===== config.mk =====
export PLATFORM = sky130hd
export DESIGN_NAME = nibble_add_sequencer_flat
export DESIGN_NICKNAME = d
export VERILOG_FILES = /design/src/rtl/nibble_add_sequencer_pkg.sv /design/src/rtl/nibble_add_sequencer_if.sv /design/src/rtl/nibble_adder4.sv /design/src/rtl/nibble_add_sequencer.sv /design/src/flat_wrapper.sv
export SDC_FILE = /design/constraint.sdc
export NUM_CORES = 1
export LEC_CHECK = 0
export BUFFER_PORTS_ARGS = -buffer_cell sky130_fd_sc_hd__buf_2
export CORE_ASPECT_RATIO = 0.5
export CORE_UTILIZATION = 45
export DETAILED_ROUTE_END_ITERATION = 12
export GPL_TIMING_DRIVEN = 1
export PLACE_DENSITY = 0.72
export SETUP_SLACK_MARGIN = 0.15
export SLEW_MARGIN = 20
export SYNTH_ARGS = -nofsm -noshare
export SYNTH_HDL_FRONTEND = slang
export SYNTH_SLANG_ARGS = --single-unit
export TNS_END_PERCENT = 100

===== constraint.sdc =====
create_clock -name clk -period 3 [get_ports clk]
set_input_delay 0.75 -clock clk [delete_from_list [all_inputs] [get_ports clk]]
set_output_delay 0.75 -clock clk [all_outputs]
set_load 0.02 [all_outputs]

===== src/rtl/nibble_add_sequencer_pkg.sv =====
// Shared types and helpers for the nibble-serial add sequencer:
// FSM state encodings, default slice count and the round-robin pick.
package nibble_add_sequencer_pkg;

  localparam int NIBBLES_DEF = 4;

  typedef enum logic [1:0] {
    S_IDLE = 2'd0,
    S_RUN  = 2'd1,
    S_DONE = 2'd2
  } state_e;

  // One-hot winner; on a tie the requester that did not win last time goes first
  function automatic logic [1:0] rr_pick(input logic [1:0] req, input logic last);
    logic [1:0] g;
    case (req)
      2'b01:   g = 2'b01;
      2'b10:   g = 2'b10;
      2'b11:   g = last ? 2'b01 : 2'b10;
      default: g = 2'b00;
    endcase
    return g;
  endfunction

endpackage


===== src/rtl/nibble_add_sequencer_if.sv =====
// Requester-facing bundle of the add sequencer: two operand pairs in,
// grant/done handshake and registered result out.
interface nibble_add_sequencer_if
  import nibble_add_sequencer_pkg::*;
#(
  parameter int NIBBLES = NIBBLES_DEF
);
  localparam int W = 4 * NIBBLES;

  logic [1:0]   req;
  logic [W-1:0] a0;
  logic [W-1:0] b0;
  logic [W-1:0] a1;
  logic [W-1:0] b1;
  logic [1:0]   gnt;
  logic         busy;
  logic         done;
  logic         done_id;
  logic [W-1:0] sum;
  logic         cout;

  modport master (
    output req, a0, b0, a1, b1,
    input  gnt, busy, done, done_id, sum, cout
  );

  modport slave (
    input  req, a0, b0, a1, b1,
    output gnt, busy, done, done_id, sum, cout
  );

endinterface


===== src/rtl/nibble_adder4.sv =====
// Combinational 4-bit ripple-carry slice shared by both requesters.
module nibble_adder4 (
  input  logic [3:0] a,
  input  logic [3:0] b,
  input  logic       ci,
  output logic [3:0] s,
  output logic       co
);

  assign {co, s} = {1'b0, a} + {1'b0, b} + {4'b0000, ci};

endmodule


===== src/rtl/nibble_add_sequencer.sv =====
// Round-robin controller that time-shares one 4-bit adder slice, feeding
// latched operands through it one nibble per cycle, LSB first.
module nibble_add_sequencer
  import nibble_add_sequencer_pkg::*;
#(
  parameter int NIBBLES = NIBBLES_DEF
) (
  input logic                  clk,
  input logic                  rst,
  nibble_add_sequencer_if.slave bus
);

  localparam int W     = 4 * NIBBLES;
  localparam int IDX_W = (NIBBLES > 1) ? $clog2(NIBBLES) : 1;
  localparam logic [IDX_W-1:0] IDX_LAST = IDX_W'(NIBBLES - 1);

  state_e             state_r, state_s;
  logic [IDX_W-1:0]   idx_r, idx_s;
  logic               carry_r, carry_s;
  logic               last_r, last_s;
  logic               cur_id_r, cur_id_s;
  logic [W-1:0]       a_r, a_s;
  logic [W-1:0]       b_r, b_s;
  logic [W-1:0]       acc_r, acc_s;
  logic [W-1:0]       merged_s;
  logic [1:0]         gnt_r, gnt_s;
  logic               busy_r, busy_s;
  logic               done_r, done_s;
  logic               done_id_r, done_id_s;
  logic [W-1:0]       sum_r, sum_s;
  logic               cout_r, cout_s;
  logic [1:0]         pick_s;
  logic               win_s;
  logic [3:0]         slice_a_s, slice_b_s, slice_sum_s;
  logic               slice_co_s;

  assign slice_a_s = a_r[{idx_r, 2'b00} +: 4];
  assign slice_b_s = b_r[{idx_r, 2'b00} +: 4];

  nibble_adder4 u_slice (
    .a  (slice_a_s),
    .b  (slice_b_s),
    .ci (carry_r),
    .s  (slice_sum_s),
    .co (slice_co_s)
  );

  // Next-state and next-output computation for the controller FSM
  always_comb begin
    state_s   = state_r;
    idx_s     = idx_r;
    carry_s   = carry_r;
    last_s    = last_r;
    cur_id_s  = cur_id_r;
    a_s       = a_r;
    b_s       = b_r;
    acc_s     = acc_r;
    gnt_s     = 2'b00;
    busy_s    = busy_r;
    done_s    = 1'b0;
    done_id_s = done_id_r;
    sum_s     = sum_r;
    cout_s    = cout_r;
    pick_s    = rr_pick(bus.req, last_r);
    win_s     = pick_s[1];
    merged_s  = acc_r;
    merged_s[{idx_r, 2'b00} +: 4] = slice_sum_s;

    case (state_r)
      S_IDLE: begin
        if (pick_s != 2'b00) begin
          a_s      = win_s ? bus.a1 : bus.a0;
          b_s      = win_s ? bus.b1 : bus.b0;
          carry_s  = 1'b0;
          idx_s    = '0;
          gnt_s    = pick_s;
          cur_id_s = win_s;
          last_s   = win_s;
          state_s  = S_RUN;
        end else begin
          state_s  = S_IDLE;
        end
      end
      S_RUN: begin
        // busy rises one cycle after gnt so the two never overlap
        busy_s  = 1'b1;
        acc_s   = merged_s;
        carry_s = slice_co_s;
        idx_s   = idx_r + IDX_W'(1);
        if (idx_r == IDX_LAST) begin
          state_s   = S_DONE;
          done_s    = 1'b1;
          sum_s     = merged_s;
          cout_s    = slice_co_s;
          done_id_s = cur_id_r;
        end else begin
          state_s   = S_RUN;
        end
      end
      S_DONE: begin
        busy_s  = 1'b0;
        state_s = S_IDLE;
      end
      default: begin
        busy_s  = 1'b0;
        state_s = S_IDLE;
      end
    endcase
  end

  // State and output registers; async reset aborts any add in flight
  always_ff @(posedge clk or posedge rst) begin
    if (rst) begin
      state_r   <= S_IDLE;
      idx_r     <= '0;
      carry_r   <= 1'b0;
      last_r    <= 1'b1;
      cur_id_r  <= 1'b0;
      a_r       <= '0;
      b_r       <= '0;
      acc_r     <= '0;
      gnt_r     <= 2'b00;
      busy_r    <= 1'b0;
      done_r    <= 1'b0;
      done_id_r <= 1'b0;
      sum_r     <= '0;
      cout_r    <= 1'b0;
    end else begin
      state_r   <= state_s;
      idx_r     <= idx_s;
      carry_r   <= carry_s;
      last_r    <= last_s;
      cur_id_r  <= cur_id_s;
      a_r       <= a_s;
      b_r       <= b_s;
      acc_r     <= acc_s;
      gnt_r     <= gnt_s;
      busy_r    <= busy_s;
      done_r    <= done_s;
      done_id_r <= done_id_s;
      sum_r     <= sum_s;
      cout_r    <= cout_s;
    end
  end

  assign bus.gnt     = gnt_r;
  assign bus.busy    = busy_r;
  assign bus.done    = done_r;
  assign bus.done_id = done_id_r;
  assign bus.sum     = sum_r;
  assign bus.cout    = cout_r;

endmodule


===== src/flat_wrapper.sv =====
// flat-port wrapper written by rule: the top's interface ports become plain ports
module nibble_add_sequencer_flat import nibble_add_sequencer_pkg::*;
#(
  parameter int NIBBLES = NIBBLES_DEF
)
  (clk, rst, bus_req, bus_a0, bus_b0, bus_a1, bus_b1, bus_gnt, bus_busy, bus_done, bus_done_id, bus_sum, bus_cout);
  nibble_add_sequencer_if #(.NIBBLES(NIBBLES)) bus_i ();
  input logic clk;
  input logic rst;
  input wire logic [$bits(bus_i.req)-1:0] bus_req;
  input wire logic [$bits(bus_i.a0)-1:0] bus_a0;
  input wire logic [$bits(bus_i.b0)-1:0] bus_b0;
  input wire logic [$bits(bus_i.a1)-1:0] bus_a1;
  input wire logic [$bits(bus_i.b1)-1:0] bus_b1;
  output wire logic [$bits(bus_i.gnt)-1:0] bus_gnt;
  output wire logic [$bits(bus_i.busy)-1:0] bus_busy;
  output wire logic [$bits(bus_i.done)-1:0] bus_done;
  output wire logic [$bits(bus_i.done_id)-1:0] bus_done_id;
  output wire logic [$bits(bus_i.sum)-1:0] bus_sum;
  output wire logic [$bits(bus_i.cout)-1:0] bus_cout;
  assign bus_i.req = bus_req;
  assign bus_i.a0 = bus_a0;
  assign bus_i.b0 = bus_b0;
  assign bus_i.a1 = bus_a1;
  assign bus_i.b1 = bus_b1;
  assign bus_gnt = bus_i.gnt;
  assign bus_busy = bus_i.busy;
  assign bus_done = bus_i.done;
  assign bus_done_id = bus_i.done_id;
  assign bus_sum = bus_i.sum;
  assign bus_cout = bus_i.cout;
  nibble_add_sequencer #(.NIBBLES(NIBBLES)) u_core (.clk(clk), .rst(rst), .bus(bus_i));
endmodule

==> run metrics, run 1 <==
status=finished clean; Seq cells post-synth=76; Hold Vio Cnt, Final=0; drt pass-1 iters=4; HP Class=flip-flop to flip-flop; Area Growth Syn to Fin=25.1%; WL per Instance=14.2 um; first-pass GRT wire length=12,600 um; Worst EP required=3230 ps; H-tree depth=3; min-delay src=u_core.b_r[12]$_DFFE_PP0P_; Port Buffers=89; routed vias/inst=5.21; Period minus WS final=2690 ps; CTS tree=done; RSZ-0062 raised after global routing=false; 1st-iter DRT viols=161; CP Capture Type=flip-flop; post-synthesis mux area share=13.5%; ys async rst share=100%; number of synthesized flops with an enable pin=0; clock latency on the worst-skew pair=340 ps; vias in the first global route=2,615; Clock Sinks=76; r2r startpoint=u_core.idx_r[0]$_DFFE_PP0P_; top cell type's share of synthesized area=50.7%; Non-Filler Instances=531; Power Dens Cells=1240 mW/mm2; top cells by area, synth=dfrtp_1 51%, mux2i_1 8.7%, o21ai_0 5.3%; max-cap viol count=0; ant diodes=0; Worst slew margin=52.0%; slowest cell delay on critical path=510 ps; gr ovfl total=0; Worst-Margin Slew=718 ps; gp weighted congestion=0.796; Post-Syn Area=0.00370 mm2; Critical Path AT=2920 ps; Fmax=372 MHz; Hold-fix buffers, CTS=0; CTS clock-pin slew for the worst setup and hold paths=60 ps; Top FF cell, synth=dfrtp_1; Syn Nets=407; overall global routing resource usage=19.9%; share of cells above drive strength 1=32.2%; internal reg-to-reg setup slack=310 ps; clock skew=5.89 ps; # fillers=648; Seq/Total Area, Yosys=51.4%; setup TNS=0 ps; WHS Path Cells=2; Post-Place Cells=515; Synth Instances=328; Layout Nets=497; Compound-Gate Fraction of Synth Area=15.7%; Adder-Cell Fraction of Synth Area=4.12%; initial core utilization=48.5%; remaining antenna violation count after routing=0; Synth top cells by count=75 x dfrtp_1, 41 x nand2_1, 39 x o21ai_0, 32 x mux2i_1, 31 x nor2_1; largest area contributor in the netlist=dfrtp_1; initial antenna violation count=0; Max rail drop VDD=0.474 mV; Slew Viols, Final=0; crit share post-route=89.7%; largest family of logic cells by synthesized area=compound AO/OA/AOI/OAI gates; Hold Path End=u_core.b_r[12]$_DFFE_PP0P_; critical-path cell with the highest stage delay=mux4_2; final WL=7520 um; syn_area_per_cell=11.3 um2; Lkg Pwr=2.21 nW; worst-path maximum fanout=13; CTS Buf Count=9; Ys Warns=0; Critical R2R Capture=u_core.acc_r[15]$_DFFE_PP0P_; largest net degree at the start of global routing=68; Setup-failing EPs final=0; HPWL after DPL=5300 um; Worst R2R Path Depth=7; standard-cell rows=22; Worst Setup Path Type=flip-flop to flip-flop; die area=0.00861 mm2; I/O pin count=90; top-count cell post-synth=dfrtp_1; xor-xnor portion of the synthesized cell area=0.237%; clk root buf=clkbuf_16; core footprint=0.00762 mm2; crit path launch type=flip-flop; DIE HEIGHT=66.1 um; CP cell instances=buf_6 > mux4_2 > ha_1 > and3_1 > or3_4 > and2_1 > a32o_1; Yosys cell types=38; chip width=130 um; DRC=0; vias=2,767; simple-gate area share of the yosys netlist=10.9%; CTS max path bufs=2
-- per-layer routing --
metal / global-route usage [%] / wire [um]
met5: 0 / 0
met4: 6.10 / 87
met3: 6.31 / 410
met2: 30.5 / 3360
met1: 26.9 / 3660
-- critical path: cells and delay by family (launching register included) --
kind	cells	cell delay, ps
AND/OR/NAND/NOR	3	820
adder cells (fa/ha/maj)	1	380
AO/OA/AOI/OAI	1	260
flip-flops	1	420
buffers and inverters	1	190
multiplexers	1	510
-- how the worst max path moves through the flow --
stage | from | end | cells after the start
final | u_core.idx_r[0]$_DFFE_PP0P_ | u_core.acc_r[15]$_DFFE_PP0P_ | 7
after global routing | u_core.idx_r[0]$_DFFE_PP0P_ | u_core.acc_r[15]$_DFFE_PP0P_ | 7
after CTS | u_core.idx_r[0]$_DFFE_PP0P_ | u_core.acc_r[6]$_DFFE_PP0P_ | 6
after detailed placement | u_core.idx_r[0]$_DFFE_PP0P_ | u_core.acc_r[6]$_DFFE_PP0P_ | 6
after global placement | u_core.idx_r[0]$_DFFE_PP0P_ | u_core.acc_r[15]$_DFFE_PP0P_ | 7
after floorplan | u_core.idx_r[0]$_DFFE_PP0P_ | u_core.acc_r[2]$_DFFE_PP0P_ | 7
-- sequential cells by signal, indices dropped and copies added, names as in the netlist, 2 cells and up --
name            flops
u_core.bus.gnt      2
u_core.a_r         16
u_core.bus.sum     16
u_core.idx_r        2
u_core.acc_r       16
u_core.b_r         16
-- cell type report --
| cell class | instances | area [um2] | area share, % |
|---|---|---|---|
| clock inverters | 7 | 115 | 2.49 |
| multi-input cells | 222 | 1680 | 36.2 |
| clock buffers | 9 | 225 | 4.86 |
| well taps | 108 | 135 | 2.92 |
| inverters | 10 | 37.5 | 0.811 |
| flip-flops and latches | 76 | 1900 | 41.1 |
| repair buffers | 99 | 537 | 11.6 |
-- report_power, final --
part	switching, mW	internal [mW]	total (mW)
registers	0.274	1.51	1.78
logic	1.64	1.08	2.72
clock network	0.415	0.808	1.22
-- repair_timing --
item	in CTS	in global routing
gates resized for setup	0	3
setup endpoints to repair	0	10
buffers inserted	0	0
endpoints found under the hold margin	0	0
-- cell families (layout without fill, tap and decap cells) --
logic type,count (synthesis),count (layout)
AOI/OAI and AO/OA,85,85
xor gates and xnor gates,1,1
adders and majority gates,11,11
buffers and inverters,30,125
DFF,76,76
muxes,40,40
and+or+nand+nor,85,85
-- placed cells by master (no fill, tap or decap), types with 2 or more instances in the layout --
cell and instances:
bufinv_16 3, ha_1 9, a21oi_1 7, mux4_2 8, buf_4 8, a22o_1 3
clkinv_2 2, a221oi_1 12, dfrtp_1 74, inv_1 9, o21ai_0 38, mux2i_1 32
nand2_1 41, nor4b_2 2, and2_1 3, nand3_1 2, buf_2 89, nor2_1 31
a32o_1 12, a32oi_1 4, clkinvlp_4 2, clkbuf_16 9, fa_1 2
-- per-stage QoR --
step / utilization [%] / setup slack (ps) / total power [mW] / hold WS [ps] / area [um2]
after floorplan: - / 167 / 3.70 / 445 / 3700
after global placement: 56.1 / 275 / 4.42 / 463 / 4280
after detailed placement: 56.1 / 203 / 4.47 / 469 / 4280
after CTS: 60.6 / 200 / 5.72 / 484 / 4620
after global routing: 60.7 / 191 / 6.18 / 502 / 4630
final: 60.7 / 308 / 5.73 / 475 / 4630
(Power assumes the default switching activity.)
==> inputs of run 2 (changes only) <==
ABC_AREA = 1   (was default)
CORE_MARGIN = 2   (was default)
==> run metrics, run 2 <==
status=finished clean; Yosys cell types=25 (-34%); Area Growth Syn to Fin=22.1%; Post-Syn Area=0.00375 mm2 (+1.4%); ant diodes=0 (unchanged); top-count cell post-synth=nand2_1; Power Dens Cells=1150 mW/mm2 (-6.8%); clock latency on the worst-skew pair=340 ps (about the same); CTS tree=done; WL per Instance=13.4 um (-5.1%); core footprint=0.00806 mm2 (+5.7%); Clock Sinks=76 (unchanged); Lkg Pwr=2.33 nW (+5.3%); crit share post-route=85.1% (-4.6 points); switching portion of total power=43.5% (+2.9 points); share of cells above drive strength 1=21.8% (-10 points); crit path launch type=flip-flop; HPWL after DPL=6210 um (+17%); commonest non-fill, non-tap cell in the layout=nand2_1; CTS clock-pin slew for the worst setup and hold paths=50 ps (about the same); Switch Pwr=2.30 mW (-1.2%); H-tree depth=3 (unchanged); Synth top cells by count=164 x nand2_1, 75 x dfrtp_1, 55 x nor2_1, 35 x o21ai_0, 32 x a31oi_1; Hold-fix buffers, CTS=0 (unchanged); Port Buffers=89 (unchanged); vias in the first global route=3,177 (+21%); M1 GR Usage=28.0% (+1.1 points); Synth Instances=468 (+43%); Seq/Total Area, Yosys=50.7% (-0.72 points); largest net degree at the start of global routing=66 (-2.9%); Top FF cell, synth=dfrtp_1; final WL=9010 um (+20%); gr ovfl total=0 (unchanged); syn_area_per_cell=8.02 um2 (-29%); CTS max path bufs=2 (unchanged); Worst EP required=3250 ps (+20 ps); initial antenna violation count=0 (unchanged); clk root buf=clkbuf_16; Worst slew margin=35.7% (-16 points); Fmax=392 MHz (+5.5%); clock skew=3.20 ps (-2.69 ps); ys async rst share=100% (unchanged); P_int=2.99 mW (-12%); die area=0.00913 mm2 (+6.0%); DIE HEIGHT=68.6 um (+3.7%); 1st-iter DRT viols=262 (+63%); met3 GRT Util=5.77% (-0.54 points); remaining antenna violation count after routing=0 (unchanged); Hold Vio Cnt, Final=0 (unchanged); most frequent cells in the layout=164 x nand2_1, 89 x buf_2, 73 x dfrtp_1; Seq pwr share=32.6% (+1.5 points); gp weighted congestion=0.954 (+20%); top cell type's share of synthesized area=50.0% (-0.71 points); busiest grt layer=met2; largest area contributor in the netlist=dfrtp_1; Seq cells post-synth=76 (unchanged); Slew Viols, Final=0 (unchanged); Setup-failing EPs final=0 (unchanged); top cells by area, synth=dfrtp_1 50%, nand2_1 16%, nor2_1 5.5%; Max rail drop VDD=0.573 mV (+21%); initial core utilization=46.6% (-2.0 points); I/O pin count=90 (unchanged); DRC=0 (unchanged); # fillers=778 (+20%); Syn Nets=547 (+34%); CP Capture Type=flip-flop; Critical Path AT=2800 ps (-120 ps); global routing usage on met2=33.9% (+3.4 points); first-pass GRT wire length=14,800 um (+17%); vias=3,282 (+19%); overall global routing resource usage=21.1% (+1.3 points); Period minus WS final=2550 ps (-139 ps); CTS Buf Count=9 (unchanged); clock share of power=19.2% (-2.2 points); HP Class=flip-flop to flip-flop; Ys Warns=0 (unchanged); drt pass-1 iters=6 (+2); Worst-Margin Slew=963 ps (+245 ps); routed vias/inst=4.89 (-6.1%); Layout Nets=633 (+27%); power share of the combinational group=48.1% (+0.5 points); setup TNS=0 ps (unchanged); Hold WS=470 ps (-4.93 ps); chip width=133 um (+2.2%); RSZ-0062 raised after global routing=false; Worst Setup Path Type=flip-flop to flip-flop; number of synthesized flops with an enable pin=0 (unchanged); internal reg-to-reg setup slack=450 ps (+140 ps); standard-cell rows=23 (+4.5%); max-cap viol count=0 (unchanged); worst-path maximum fanout=8 (-5)
[run 2: cell types whose count changed after synthesis, sizes merged, moves of 6 or more]
cell    change
a21oi       -6
a221oi     -12
a31oi      +31
a32o       -12
buf        +10
clkbuf      -6
inv        +24
mux2i      -32
mux4        -8
nand2     +123
nor2       +24
o22ai      +16
[run 2: power by group through the flow]
stage | combinational [mW] | clock, mW | sequential (mW)
2_1_floorplan | 1.77 | 0 | 1.77
3_3_place_gp | 2.44 | 0 | 1.73
3_5_place_dp | 2.48 | 0 | 1.74
4_1_cts | 2.50 | 1.04 | 1.72
5_1_grt | 2.90 | 1.08 | 1.78
6_report | 2.55 | 1.02 | 1.73
[run 2: stage by stage]
| step | total power, mW | setup WS (ps) | instances | area (um2) | utilization (%) |
|---|---|---|---|---|---|
| after floorplan | 3.54 | 313 | 468 | 3750 | - |
| after global placement | 4.17 | 485 | 652 | 4270 | 53.0 |
| after detailed placement | 4.22 | 413 | 652 | 4270 | 53.0 |
| after CTS | 5.27 | 402 | 668 | 4550 | 56.5 |
| after global routing | 5.76 | 215 | 671 | 4580 | 56.9 |
| final | 5.29 | 448 | 671 | 4580 | 56.9 |
[run 2: logic make-up after synthesis]
kind of cell               after synthesis  share of synthesized area, %
DFF                                     76                          50.7
buffers and inverters                   60                          7.13
xor gates and xnor gates                 1                         0.233
and+or+nand+nor                        230                          23.5
adders and majority gates               11                          4.07
AOI/OAI and AO/OA                       90                          14.4
[run 2: routing by layer]
layer,part of all wire (%),routed length [um],vias to the layer above
met5,0,0,-
met2,45,4010,79
li1,-,-,1695
met1,49,4390,1496
met4,1.6,144,0
met3,5.2,467,12
[run 2: area by class of cell]
| class | count | area (um2) | share of cell area [%] |
|---|---|---|---|
| inverters | 36 | 139 | 3.03 |
| flip-flops and latches | 76 | 1910 | 41.6 |
| repair buffers | 99 | 533 | 11.6 |
| multi-input cells | 332 | 1580 | 34.5 |
| clock buffers | 15 | 278 | 6.06 |
| well taps | 112 | 140 | 3.06 |
| clock inverters | 1 | 5.00 | 0.109 |
[run 2: what timing repair did]
action | CTS | global route
endpoints found under the setup margin | 0 | 8
hold endpoints to repair | 0 | 0
gates resized for setup | 0 | 4
buffers inserted | 0 | 3
[run 2: path summary, 6_finish.rpt]
| kind | end | from | cells past startpoint |
|---|---|---|---|
| worst min register to register | u_core.bus.sum[5]$_DFFE_PP0P_ | u_core.bus.sum[5]$_DFFE_PP0P_ | 2 |
| min in group asynchronous | u_core.b_r[14]$_DFFE_PP0P_ | rst | 2 |
| worst max register to register | u_core.acc_r[9]$_DFFE_PP0P_ | u_core.idx_r[0]$_DFFE_PP0P_ | 9 |
| worst min-delay path | u_core.bus.sum[5]$_DFFE_PP0P_ | u_core.bus.sum[5]$_DFFE_PP0P_ | 2 |
| worst max-delay path | u_core.acc_r[9]$_DFFE_PP0P_ | u_core.idx_r[0]$_DFFE_PP0P_ | 9 |
| max in group asynchronous | u_core.last_r$_DFFE_PP1P_ | rst | 3 |
[run 2: critical path, stage by stage (launching register included)]
cell and delay [ps]:
dfrtp_2 440, clkinvlp_4 170, o21ai_0 170, o22ai_1 110
fa_1 460, fa_1 540, inv_1 70, o32ai_1 310
nand2_1 90, o21ai_0 100
